<file path="config.mk">
export PLATFORM = sky130hd
export DESIGN_NAME = nib_deser_flat
export DESIGN_NICKNAME = d
export VERILOG_FILES = /design/src/rtl/nib_deser_if.sv /design/src/rtl/nib_deser.sv /design/src/flat_wrapper.sv
export SDC_FILE = /design/constraint.sdc
export NUM_CORES = 1
export LEC_CHECK = 0
export CORE_MARGIN = 5
export CORE_UTILIZATION = 31
export CTS_BUF_LIST = sky130_fd_sc_hd__clkbuf_4
export DETAILED_ROUTE_END_ITERATION = 7
export PLACE_DENSITY_LB_ADDON = 0.3
export REMOVE_ABC_BUFFERS = 1
export SLEW_MARGIN = 20
export SYNTH_ARGS = -nofsm -noshare
export SYNTH_HDL_FRONTEND = slang
export SYNTH_SLANG_ARGS = --single-unit
</file>
<file path="constraint.sdc">
create_clock -name ck -period 3.43 [get_ports ck]
set_input_delay 0.343 -clock ck [delete_from_list [all_inputs] [get_ports ck]]
set_output_delay 0.343 -clock ck [all_outputs]
set_load 0.005 [all_outputs]
</file>
<file path="src/rtl/nib_deser_if.sv">
// ============================================================================
// Module   : nib_deser_if
// Brief    : Serial-link inputs and nibble/load/error outputs of nib_deser.
// Revision : 1.0 - initial release
// ============================================================================
`timescale 1ns/1ps
`default_nettype none

interface nib_deser_if;
    logic       sclk;
    logic       sdi;
    logic       fs;
    logic       errclr;
    logic [3:0] dout;
    logic       ld;
    logic       ferr;

    modport master (
        output sclk, sdi, fs, errclr,
        input  dout, ld, ferr
    );

    modport slave (
        input  sclk, sdi, fs, errclr,
        output dout, ld, ferr
    );
endinterface

`default_nettype wire

</file>
<file path="src/rtl/nib_deser.sv">
// ============================================================================
// Module   : nib_deser
// Brief    : Frame-synced serial-to-nibble deserializer with load strobe and
//            sticky frame-error flag.
// Revision : 1.0 - initial release
// ============================================================================
`timescale 1ns/1ps
`default_nettype none

module nib_deser #(
    parameter int MSB_FIRST   = 1,
    parameter int SYNC_STAGES = 2
) (
    input  logic         ck,
    input  logic         clr,
    nib_deser_if.slave   bus
);

    typedef enum logic [1:0] {
        ST_ARM   = 2'd0,
        ST_IDLE  = 2'd1,
        ST_SHIFT = 2'd2,
        ST_DONE  = 2'd3
    } state_t;

    logic [SYNC_STAGES-1:0] r_sclk_sync;
    logic [SYNC_STAGES-1:0] r_sdi_sync;
    logic [SYNC_STAGES-1:0] r_fs_sync;
    logic                   r_sclk_prev;

    state_t     r_state;
    logic [2:0] r_cnt;
    logic [3:0] r_shreg;
    logic [3:0] r_dout;
    logic       r_ld;
    logic       r_ferr;
    logic       r_load_pend;

    logic       w_sclk_s;
    logic       w_sdi_s;
    logic       w_fs_s;
    logic       w_bit_ev;
    logic [3:0] w_shift_next;
    logic [3:0] w_first_bit;

    // SCLK/FS chains reset high so neither a false bit edge nor a stale frame
    // appears right after reset.
    always_ff @(posedge ck or posedge clr) begin
        if (clr) begin
            r_sclk_sync <= '1;
            r_sdi_sync  <= '0;
            r_fs_sync   <= '1;
            r_sclk_prev <= 1'b1;
        end else begin
            r_sclk_sync <= {r_sclk_sync[SYNC_STAGES-2:0], bus.sclk};
            r_sdi_sync  <= {r_sdi_sync[SYNC_STAGES-2:0],  bus.sdi};
            r_fs_sync   <= {r_fs_sync[SYNC_STAGES-2:0],   bus.fs};
            r_sclk_prev <= w_sclk_s;
        end
    end

    assign w_sclk_s = r_sclk_sync[SYNC_STAGES-1];
    assign w_sdi_s  = r_sdi_sync[SYNC_STAGES-1];
    assign w_fs_s   = r_fs_sync[SYNC_STAGES-1];
    assign w_bit_ev = w_sclk_s & ~r_sclk_prev;

    generate
        if (MSB_FIRST != 0) begin : g_msb_first
            assign w_shift_next = {r_shreg[2:0], w_sdi_s};
            assign w_first_bit  = {3'b000, w_sdi_s};
        end else begin : g_lsb_first
            assign w_shift_next = {w_sdi_s, r_shreg[3:1]};
            assign w_first_bit  = {w_sdi_s, 3'b000};
        end
    endgenerate

    always_ff @(posedge ck or posedge clr) begin
        if (clr) begin
            r_state     <= ST_ARM;
            r_cnt       <= 3'd0;
            r_shreg     <= 4'd0;
            r_dout      <= 4'd0;
            r_ld        <= 1'b0;
            r_ferr      <= 1'b0;
            r_load_pend <= 1'b0;
        end else begin
            r_ld        <= 1'b0;
            r_load_pend <= 1'b0;

            // Nibble is published one cycle after the 4th bit is accepted.
            if (r_load_pend) begin
                r_dout <= r_shreg;
                r_ld   <= 1'b1;
            end

            // Error set below is a later assignment, so it wins over a clear.
            if (bus.errclr) begin
                r_ferr <= 1'b0;
            end

            case (r_state)
                ST_ARM: begin
                    if (!w_fs_s) begin
                        r_state <= ST_IDLE;
                    end
                end

                ST_IDLE: begin
                    if (w_fs_s) begin
                        r_state <= ST_SHIFT;
                        if (w_bit_ev) begin
                            r_shreg <= w_first_bit;
                            r_cnt   <= 3'd1;
                        end else begin
                            r_shreg <= 4'd0;
                            r_cnt   <= 3'd0;
                        end
                    end
                end

                ST_SHIFT: begin
                    if (!w_fs_s) begin
                        if (r_cnt != 3'd0) begin
                            r_ferr <= 1'b1;
                        end
                        r_shreg <= 4'd0;
                        r_cnt   <= 3'd0;
                        r_state <= ST_IDLE;
                    end else if (w_bit_ev) begin
                        r_shreg <= w_shift_next;
                        if (r_cnt == 3'd3) begin
                            r_cnt       <= 3'd0;
                            r_load_pend <= 1'b1;
                            r_state     <= ST_DONE;
                        end else begin
                            r_cnt <= r_cnt + 3'd1;
                        end
                    end
                end

                ST_DONE: begin
                    if (!w_fs_s) begin
                        r_state <= ST_IDLE;
                    end else if (w_bit_ev) begin
                        r_ferr <= 1'b1;
                    end
                end

                default: begin
                    r_state <= ST_ARM;
                end
            endcase
        end
    end

    assign bus.dout = r_dout;
    assign bus.ld   = r_ld;
    assign bus.ferr = r_ferr;

endmodule

`default_nettype wire

</file>
<file path="src/flat_wrapper.sv">
// flat-port wrapper written by rule: the top's interface ports become plain ports
module nib_deser_flat 
#(
    parameter int MSB_FIRST   = 1,
    parameter int SYNC_STAGES = 2
)
  (ck, clr, bus_sclk, bus_sdi, bus_fs, bus_errclr, bus_dout, bus_ld, bus_ferr);
  nib_deser_if bus_i ();
  input  logic ck;
  input  logic clr;
  input wire logic [$bits(bus_i.sclk)-1:0] bus_sclk;
  input wire logic [$bits(bus_i.sdi)-1:0] bus_sdi;
  input wire logic [$bits(bus_i.fs)-1:0] bus_fs;
  input wire logic [$bits(bus_i.errclr)-1:0] bus_errclr;
  output wire logic [$bits(bus_i.dout)-1:0] bus_dout;
  output wire logic [$bits(bus_i.ld)-1:0] bus_ld;
  output wire logic [$bits(bus_i.ferr)-1:0] bus_ferr;
  assign bus_i.sclk = bus_sclk;
  assign bus_i.sdi = bus_sdi;
  assign bus_i.fs = bus_fs;
  assign bus_i.errclr = bus_errclr;
  assign bus_dout = bus_i.dout;
  assign bus_ld = bus_i.ld;
  assign bus_ferr = bus_i.ferr;
  nib_deser #(.MSB_FIRST(MSB_FIRST), .SYNC_STAGES(SYNC_STAGES)) u_core (.ck(ck), .clr(clr), .bus(bus_i));
endmodule
</file>
# After elaboration in Yosys (flattened, before gate mapping)
# Cells that the tools add are included.
[classes] mux=28 n_eq_ne=8 n_addsub=1 n_bitwise=2 n_reduce_logical=6
[op_table] cell="two-way mux 1 bit" count=12
[op_table] cell="two-way mux 3 bit" count=4
[op_table] cell="two-way mux 4 bit" count=3
[op_table] cell="two-way mux 2 bit" count=5
[op_table] cell="case mux 4 bit (2 select lines)" count=1
[op_table] cell="inequality test 3 bit (second input constant)" count=2
[op_table] cell="case mux 2 bit (3 select lines)" count=1
[op_table] cell="case mux 3 bit (2 select lines)" count=1
[op_table] cell="equality test 2 bit (second input constant)" count=2
[op_table] cell="AND reduction 4 bit" count=1
[op_table] cell="adder 3 x 1 -> 3 bit (second input constant)" count=1
[op_table] cell="equality test 3 x 2 -> 1 bit (second input constant)" count=1
[op_table] cell="AND reduction 3 bit" count=1
[op_table] cell="nonzero test 3 bit" count=1
[op_table] cell="equality test 2 x 1 -> 1 bit (second input constant)" count=1
[op_table] cell="zero test 2 bit" count=1
[op_table] cell="inequality test 2 x 1 -> 1 bit (second input constant)" count=1
[op_table] cell="inequality test 2 bit (second input constant)" count=1
[op_table] cell="case mux 1 bit (2 select lines)" count=1
[op_table] cell="nonzero test 2 bit" count=1
[op_table] cell="OR reduction 2 bit" count=1
[op_table] cell="AND 1 bit" count=1
[op_table] cell="inverter 1 bit" count=1
[word_totals] wordCells=56 out_inout_bits=6 register_bits=23 inputBits=6

# Logic depth before layout (Yosys ltp)
# Gate-level depths: netlist of run 1.
[depth] word_depth=5 depth_mapped=6 depth_no_buf=5

# Worst setup path after synthesis of run 1
# No wires, ideal clock.
[synth_timing] kind="flip-flop to flip-flop" start="reg u_core.r_state[0]" end="reg u_core.r_shreg[1]" path_buffers=1 path_slack_ps=1661 t_arrival_ps=1644 path_stages_with_launch=7 setup_ps=125 required_ps=3305 period_less_slack_ps=1769 cell_sequence="dfrtp_1 -> inv_1 -> ha_1 -> buf_4 -> and2_4 -> a211oi_4 -> mux2_4"
[synth_via] elab_chain_len=3 word_cells_on_any_way=7 cone_classes="4 x eq/ne; 1 x mux; 2 x reduce/logical"
[synth_lines] element="start, declared" line_no="nib_deser.sv:31" source="state_t r_state;"
[synth_lines] element="start signal, assigned" line_no="nib_deser.sv:79" source="r_state <= ST_ARM;"
[synth_lines] element="start signal, assigned" line_no="nib_deser.sv:104" source="r_state <= ST_IDLE;"
[synth_lines] element="start signal, assigned" line_no="nib_deser.sv:110" source="r_state <= ST_SHIFT;"
[synth_lines] element="equality test 2 bit or equality test 2 x 1 -> 1 bit (tied branches)" line_no="nib_deser.sv:101" source="case (r_state)"
[synth_lines] element="inequality test 3 bit (no line), or another cell as far along"
[synth_lines] element="AND reduction 3 bit (no line)"
[synth_lines] element="end signal, assigned" line_no="nib_deser.sv:112" source="r_shreg <= w_first_bit;"
[synth_lines] element="end signal, assigned" line_no="nib_deser.sv:130" source="r_shreg <= w_shift_next;"
[synth_lines] element="end, declared" line_no="nib_deser.sv:33" source="logic [3:0] r_shreg;"
# Several ways; a longest one is shown, not always the timed one.
# A chain may end at the register's enable or synchronous reset.

# Worst setup path after layout of run 1
[layout_timing] start="reg u_core.r_state[0]" end="reg u_core.r_shreg[2]"
# Same word-level chain as after synthesis.

==> results of run 1 <==
final cells by class:
| type | count | area (µm²) |
|---|---|---|
| clock buffer | 3 | 22.52 |
| clock inverter | 1 | 5.005 |
| fill | 331 | 1911 |
| inverter | 9 | 33.78 |
| multi-input combinational | 45 | 384.1 |
| sequential | 23 | 581.8 |
| tap | 44 | 55.05 |
| timing repair buffer | 11 | 110.1 |
cells in the final DEF (no fill, tap or decap), drive strengths merged:
| master | count |
|---|---|
| a21boi | 1 |
| clkinv | 1 |
| mux2 | 7 |
| clkbuf | 3 |
| ha | 5 |
| inv | 9 |
| or2b | 1 |
| nor2b | 1 |
| a21oi | 1 |
| nor2 | 4 |
| o21ai | 2 |
| nand2b | 2 |
| o211ai | 1 |
| dfstp | 5 |
| nand2 | 3 |
| nor3b | 1 |
| nand3 | 1 |
| dfrtp | 18 |
| and2 | 1 |
| nand4bb | 1 |
| clkdlybuf4s50 | 11 |
| nor3 | 1 |
| a31oi | 1 |
| a211o | 1 |
| or3b | 1 |
| mux2i | 3 |
| o221ai | 1 |
| a211oi | 2 |
| a2111oi | 1 |
| and3 | 2 |
critical path, delay by kind of cell (launching register included):
family / cells / cell delay [ps]
multiplexers: 1 / 340
buffers and inverters: 1 / 60
AO/OA/AOI/OAI: 1 / 480
adder cells (fa/ha/maj): 1 / 310
AND/OR/NAND/NOR: 1 / 210
flip-flops: 1 / 430
metrics by stage:
stage               worst slack [ps]  util, %
floorplan                       1690        -
global placement                1583    37.54
detailed placement              1510    37.54
CTS                             1492    38.43
global route                    1389    38.43
finish                          1490    38.43
worst min path at each step:
stage | start | endpoint | slack, ps | cells past startpoint
2_1_floorplan | u_core.r_sdi_sync[0] | u_core.r_sdi_sync[1] | 330 | 0
3_3_place_gp | u_core.r_sdi_sync[0] | u_core.r_sdi_sync[1] | 340 | 0
3_5_place_dp | u_core.r_sdi_sync[0] | u_core.r_sdi_sync[1] | 350 | 0
4_1_cts | u_core.r_sclk_sync[0] | u_core.r_sclk_sync[1] | 370 | 0
5_1_grt | u_core.r_fs_sync[0] | u_core.r_fs_sync[1] | 370 | 0
6_report | u_core.r_sclk_sync[0] | u_core.r_sclk_sync[1] | 360 | 0
cell usage after synthesis, drive strengths merged (2+ instances only):
library cell  number
mux2i              3
nand2b             2
ha                 5
and3               2
mux2               7
nor2               4
a211oi             2
dfrtp             18
buf                2
dfstp              5
nand2              3
o21ai              2
inv                9
cells by family (layout without fill, tap and decap cells):
family / Yosys count / after routing
multiplexers: 10 / 10
AND/OR/NAND/NOR: 19 / 19
adder cells (fa/ha/maj): 5 / 5
buffers and inverters: 11 / 24
flip-flops: 23 / 23
AO/OA/AOI/OAI: 11 / 11
report_power, final:
part           internal, mW  switching, mW
sequential            0.302         0.0196
clock                0.0436         0.0833
combinational        0.0961          0.106
per-layer routing:
layer / track usage (%) / routed length (µm) / vias to the layer above
met5: 0 / 0 / -
met4: 6.835 / 47 / 0
met3: 1.997 / 49 / 4
met2: 11.78 / 714 / 13
met1: 11.67 / 825 / 281
li1: - / - / 295
flip-flops by register name, indices dropped and copies added, names as in the netlist:
name	cells
u_core.r_load_pend	1
u_core.r_state	2
u_core.r_sclk_prev	1
u_core.r_sdi_sync	2
u_core.r_fs_sync	2
u_core.r_shreg	4
u_core.bus.ld	1
u_core.r_sclk_sync	2
u_core.bus.ferr	1
u_core.r_cnt	3
u_core.bus.dout	4
==> flow_summary.ini, run 1 <==
[global_routing]
grt_pass1_wl_um = 2877
grt_max_degree = 24
overflow = 0
antenna_found_initial = 0
grt_pass1_vias = 631
grt.total_usage_pct = 8.664

[logic_synthesis]
synth_area_per_cell_um2 = 12.89
yosysSeqAreaShare_pct = 57.13
synth_area_leaders = dfrtp_1, dfstp_2, ha_1, mux2_2, mux2_4
synth_cells = 79
yosysWarnings = 0
muxShareOfSynthArea_pct = 11.79
synth_edf_count = 0
yosysTopAreaCellShare_pct = 44.23
synth_top_family_by_area = multiplexers
yosys.area_share.xor_xnor_pct = 0
yosysTopAreaCell = dfrtp_1
synthSimpleGateAreaFrac_pct = 10.93
synthArstFlopShare_pct = 100.0
synth_compound_area_share_pct = 8.845
synth_seq_cells = 23
synthAdderAreaFrac_pct = 6.143
yosys_most_used_dff = dfrtp_1
ys_types = 31
syn_area_um2 = 1018

[floorplan]
num_io_pins = 12
die_area_um2 = 4532
die_width_um = 67.32
die_h_um = 67.32
core_region_area_um2 = 3103
start_util_pct = 32.82
rows = 20

[worst_setup_path]
reg2regPathDepth = 5
critPathCapture = u_core.r_shreg[2]
critPathLaunch = u_core.r_state[0]
worstPathCellList = inv_1, ha_1, and2_4, a211oi_4, mux2_4
r2r-end = u_core.r_shreg[2]
cp.arrival_ps = 2150
criticalPathCategory = flop to flop
reg2reg_slack_ps = 1490
critPathLaunchType = flop
worst-path-max-fanout = 10
crit_slowest_cell = a211oi_4
r2r_start = u_core.r_state[0]
max_stage_delay_ps = 480
worst_setup_path_end_kind = flop
required_ps = 3640

[placed_design]
port-buffer-count = 11
hpwl_um = 1169
dp_cells = 132
postPlaceCellArea_um2 = 1165
globalplace.congestion = 0.6890

[sta]
hold_viol = 0
hold_slack_ps = 364.6
tightest_slew_ps = 839.4
relSlewSlack_pct = 43.98
period_share_pct = 56.56
setup_tns_ps = 0
finalClockSkew_ps = 5.155
clock.fmax_mhz = 515.5
slew_viol_final = 0
min_period_ps = 1940
rsz0062_at_grt = false
setup_viol = 0

[routing]
drc = 0
vias_per_cell = 4.360
vias = 593
post_drt_wl_per_cell_um = 12.04
drt.antenna.violating_nets = 0
dr.pass1.iters = 4
first_iter_violations = 38
wl_um = 1637

[cts]
cts.clk_slew.worst_paths_ps = 130
clkLatencyLatePin_ps = 310
cts_resized = 0
clockBufferDepth = 2
post_cts_buffers = 0
cts_max_level = 1
clock-sinks = 23
cts_tree = yes
cts-root-buf = clkbuf_4
cts_hold_buffers = 0
cts_buffers = 3

[power]
ir_worst_vdd_mv = 0.1814
power.density_nw_per_um2 = 545.4
p_total_mw = 0.6504
p_leak_nw = 0.5410

[cells_and_area]
final_cell_area_um2 = 1192
nNetsFinal = 104
drive_above_1_share_pct = 20.65
finalNonFillerCells = 136
antenna_cells = 0
area_growth_pct = 17.08

[run_status]
status = completed

[worst_hold_path]
hp-class = flop to flop

[run]
max_cap_viol_count = 0
Note: power is estimated with default switching activity, not from simulation.
==> inputs of run 2 (changes only) <==
- clock period: 3.43 -> 1.9 ns (I/O delays scaled with it)
==> run 2 against run 1 <==
  * Design area rose by 1.3%
  * Critical path type unchanged
  * Largest cell class unchanged
  * Critical endpoint is now u_core.r_shreg[1]
  * Global-route usage rose by 0.33 points
  * Power rose by 82%
  * Fmax rose by 7.4%
  * Largest power group unchanged
  * Highest routed layer unchanged
==> flow_summary.ini, run 2 (synthesis gave the netlist of run 1 again) <==
[run_status]
status = completed

[floorplan]
die_h_um = 67.32
start_util_pct = 32.82
die_width_um = 67.32
num_io_pins = 12
rows = 20
core_region_area_um2 = 3103
die_area_um2 = 4532

[global_routing]
antenna_found_initial = 0
overflow = 0
grt_max_degree = 14
grt_pass1_wl_um = 2946
grt.total_usage_pct = 8.992
grt_pass1_vias = 644

[power]
power.density_nw_per_um2 = 978.4
ir_worst_vdd_mv = 0.3373
p_leak_nw = 0.5512

[cts]
cts.clk_slew.worst_paths_ps = 130
cts_max_level = 1
post_cts_buffers = 0
cts_resized = 0
cts_buffers = 3
clkLatencyLatePin_ps = 320
cts-root-buf = clkbuf_4
clock-sinks = 23
cts_tree = yes
cts_hold_buffers = 0
clockBufferDepth = 2

[placed_design]
globalplace.congestion = 0.8233
pre_cts_ws_ps = 99.96
hpwl_um = 1304
port-buffer-count = 11

[cells_and_area]
drive_above_1_share_pct = 22.34
mostFrequentLayoutCell = dfrtp_1
area_growth_pct = 18.55
layout_common_cells = dfrtp_1, clkdlybuf4s50_1, inv_1, ha_1, dfstp_2
antenna_cells = 0
multiInputGateArea_um2 = 384.1
regArea_um2 = 581.8
nNetsFinal = 106
fill_cells = 324

[worst_setup_path]
required_ps = 2130
criticalPathCategory = flop to flop
worst-path-max-fanout = 7
critPathLaunchType = flop
worst_setup_path_end_kind = flop
critPathLaunch = u_core.r_state[0]
cp.arrival_ps = 2030
r2r_start = u_core.r_state[0]

[sta]
min_period_ps = 1806
fin_ws_ps = 93.60
period_share_pct = 95.07
rsz0062_at_grt = false
setup_viol = 0
tightest_slew_ps = 498.2
setup_tns_ps = 0
hold_viol = 0
clock.fmax_mhz = 553.6
relSlewSlack_pct = 66.68
slew_viol_final = 0
finalClockSkew_ps = 11.95

[routing]
drt.antenna.violating_nets = 0
wl_um = 1707
first_iter_violations = 9
dr.pass1.iters = 4
drc = 0
vias = 603
post_drt_wl_per_cell_um = 12.37
vias_per_cell = 4.370

[run]
max_cap_viol_count = 0

[worst_hold_path]
hp-class = input pin to asynchronous set/reset pin
## run 2: cell types whose count changed in the layout (fill, tap and decap cells not counted)
| cell | change |
|---|---|
| buf_4 | +2 |
## run 2: power by group
| group | total (mW) | leakage (nW) | switching [mW] | internal, mW |
|---|---|---|---|---|
| Sequential | 0.579 | 0.290 | 0.0343 | 0.544 |
| Combinational | 0.372 | 0.244 | 0.193 | 0.179 |
| Clock | 0.230 | 0.0177 | 0.152 | 0.0789 |
## run 2: layout make-up
class / instances / area share [%]
Clock buffer: 3 / 1.865
Clock inverter: 1 / 0.4145
Inverter: 9 / 2.798
Multi-Input combinational cell: 45 / 31.81
Sequential cell: 23 / 48.19
Tap cell: 44 / 4.560
Timing Repair Buffer: 13 / 10.36
## run 2: critical path, stage by stage, from the launching register on
cell      delay, ps
dfrtp_1         440
ha_1            270
nor2b_1         190
a211oi_4        470
mux2_4          340
## run 2: metrics by stage
step | cells | total power, mW | instance area, µm² | util [%] | hold WS [ps]
after floorplan | 77 | 0.8739 | 999.7 | - | 188.2
after global placement | 134 | 0.9501 | 1180 | 38.02 | 332.3
after detailed placement | 134 | 0.9639 | 1180 | 38.02 | 336.5
after CTS | 138 | 1.195 | 1207 | 38.91 | 176.5
after global routing | 138 | 1.258 | 1207 | 38.91 | 199.0
final | 138 | 1.181 | 1207 | 38.91 | 148.6
## run 2: metal layers
| metal | share of wire, % | global-route usage [%] |
|---|---|---|
| met1 | 48 | 11.72 |
| met4 | 3.0 | 6.076 |
| met3 | 4.8 | 2.329 |
| met5 | 0 | 0 |
| met2 | 44 | 13.01 |
## run 2: final timing paths
check	end	slack (ps)	cells after the start
max	u_core.r_shreg[1]	90	4
min	u_core.bus.dout[0]	150	2
max reg2reg	u_core.r_shreg[1]	90	4
min reg2reg	u_core.r_sdi_sync[1]	360	0
max in group asynchronous	u_core.bus.ferr	1220	3
min in group ck	u_core.r_fs_sync[0]	260	1
==> inputs of run 3 (changes only) <==
--- a/config.mk
+++ b/config.mk
@@ -12,4 +12,6 @@
 export PLACE_DENSITY_LB_ADDON = 0.3
 export REMOVE_ABC_BUFFERS = 1
+export SETUP_SLACK_MARGIN = 0.3
+export SKIP_LAST_GASP = 1
 export SLEW_MARGIN = 20
 export SYNTH_ARGS = -nofsm -noshare
==> constraint.sdc (replaced) <==
create_clock -name ck -period 1.9 [get_ports ck]
set_input_delay 0.38 -clock ck [delete_from_list [all_inputs] [get_ports ck]]
set_output_delay 0.38 -clock ck [all_outputs]
set_load 0.005 [all_outputs]
==> run 3 against run 2 <==
  * Critical path depth grew 2
  * Register-to-register slack gained 190 ps
  * Setup slack gained 190 ps
  * Critical path type unchanged
  * Design area grew 8.1%
  * Highest routed layer unchanged
  * Sequential power is essentially flat
==> flow_summary.ini, run 3 (synthesis gave the netlist of run 1 again) <==
[sta]
rsz0062_at_grt = true
clock.fmax_mhz = 619.1
min_period_ps = 1615
setup_tns_ps = 0
period_share_pct = 85.02
tightest_slew_ps = 319.6
relSlewSlack_pct = 78.14
hold_viol = 0
setup_viol = 0
finalClockSkew_ps = 4.073
fin_ws_ps = 284.6
slew_viol_final = 0

[floorplan]
die_h_um = 67.32
die_width_um = 67.32
start_util_pct = 32.82
num_io_pins = 12
die_area_um2 = 4532
rows = 20
core_region_area_um2 = 3103

[cts]
cts.clk_slew.worst_paths_ps = 120
clkLatencyLatePin_ps = 320
cts_tree = yes
cts-root-buf = clkbuf_4
clock-sinks = 23
cts_max_level = 1
cts_buffers = 3
clockBufferDepth = 2

[routing]
drt.antenna.violating_nets = 0
met1_length_um = 794
top_layer_used = met4
dr.pass1.iters = 4
first_iter_violations = 25
met2_wirelength_um = 729
vias_per_cell = 4.329
post_drt_wl_per_cell_um = 11.25
wl_um = 1642
drc = 0
vias = 632
dr_wl_met3_um = 67

[worst_setup_path]
required_ps = 2120
crit_buf_inv = 2
reg2reg_slack_ps = 280
worst-path-max-fanout = 7
critPathLaunchType = flop
max_stage_delay_ps = 430
critPathTopFamily = flip-flops
criticalPathCategory = flop to flop
worst_setup_path_end_kind = flop
worstPathCellList = inv_1, ha_2, and2_4, a211oi_4, buf_12, mux2_4
cp.arrival_ps = 1830
crit_slowest_cell = dfrtp_1

[power]
ir_worst_vdd_mv = 0.5631
p_total_mw = 1.350
p_leak_nw = 0.6519
power.density_nw_per_um2 = 1035

[cells_and_area]
drive_above_1_share_pct = 32.35
layout_common_cells = dfrtp_1, buf_4, inv_1, clkdlybuf4s50_1, dfstp_2
antenna_cells = 0
fill_cells = 314
area_growth_pct = 28.13
fin_util_pct = 42.06
mostFrequentLayoutCell = dfrtp_1
nNetsFinal = 114

[placed_design]
pre_cts_ws_ps = 125.1
globalplace.congestion = 0.7896
port-buffer-count = 11
hpwl_um = 1200

[worst_hold_path]
hp-class = flop to flop

[global_routing]
grt_pass1_wl_um = 2973
antenna_found_initial = 0
grt_max_degree = 24
overflow = 0
grt_pass1_vias = 607
grt.total_usage_pct = 9.148

[run]
max_cap_viol_count = 0

[run_status]
status = completed
-- run 3: final timing paths --
path	startpoint	endpoint	cells after the start
max in group asynchronous	clr	u_core.r_sclk_prev	3
min in group asynchronous	clr	u_core.bus.dout[1]	3
setup / recovery	u_core.r_state[0]	u_core.r_shreg[2]	6
hold / removal	u_core.r_sdi_sync[0]	u_core.r_sdi_sync[1]	0
hold reg to reg	u_core.r_sdi_sync[0]	u_core.r_sdi_sync[1]	0
setup reg to reg	u_core.r_state[0]	u_core.r_shreg[2]	6
-- run 3: final cells by class --
class / count / area, µm² / area share (%)
repair buffers: 21 / 202.7 / 15.53
clock buffers: 3 / 22.52 / 1.726
well taps: 44 / 55.05 / 4.219
clock inverters: 1 / 7.507 / 0.5753
multi-input cells: 45 / 401.6 / 30.78
inverters: 9 / 33.78 / 2.589
flip-flops and latches: 23 / 581.8 / 44.58
-- run 3: what timing repair did --
action / 4_1_cts / 5_1_grt
gates resized for setup: 7 / 3
setup endpoints to repair: 10 / 10
pin swaps: 1 / 0
buffers inserted: 6 / 2
hold buffers: 0 / 0
-- run 3: stage by stage --
| step | std cells | area, µm² | hold slack (ps) |
|---|---|---|---|
| floorplan | 77 | 999.7 | 331.2 |
| global placement | 134 | 1180 | 333.2 |
| detailed placement | 134 | 1180 | 337.0 |
| CTS | 144 | 1282 | 366.4 |
| global route | 146 | 1305 | 368.3 |
| finish | 146 | 1305 | 363.9 |
-- run 3: power breakdown --
group          internal [mW]  switching [mW]
clock network         0.0806           0.150
logic                  0.313           0.226
registers              0.544          0.0366
total                  0.938           0.413
-- run 3: routing by layer --
metal	global-route usage, %	vias to the layer above
met1	12.06	301
met3	3.494	5
li1	-	314
met4	6.076	0
met2	12.27	12
met5	0	-
-- run 3: worst reg2reg max path: cells and delay by family (launching register included) --
family / cells / cell delay, ps
compound gates: 1 / 240
fa+ha+maj: 1 / 190
buf+inv: 2 / 230
flops: 1 / 430
mux: 1 / 290
simple gates: 1 / 150
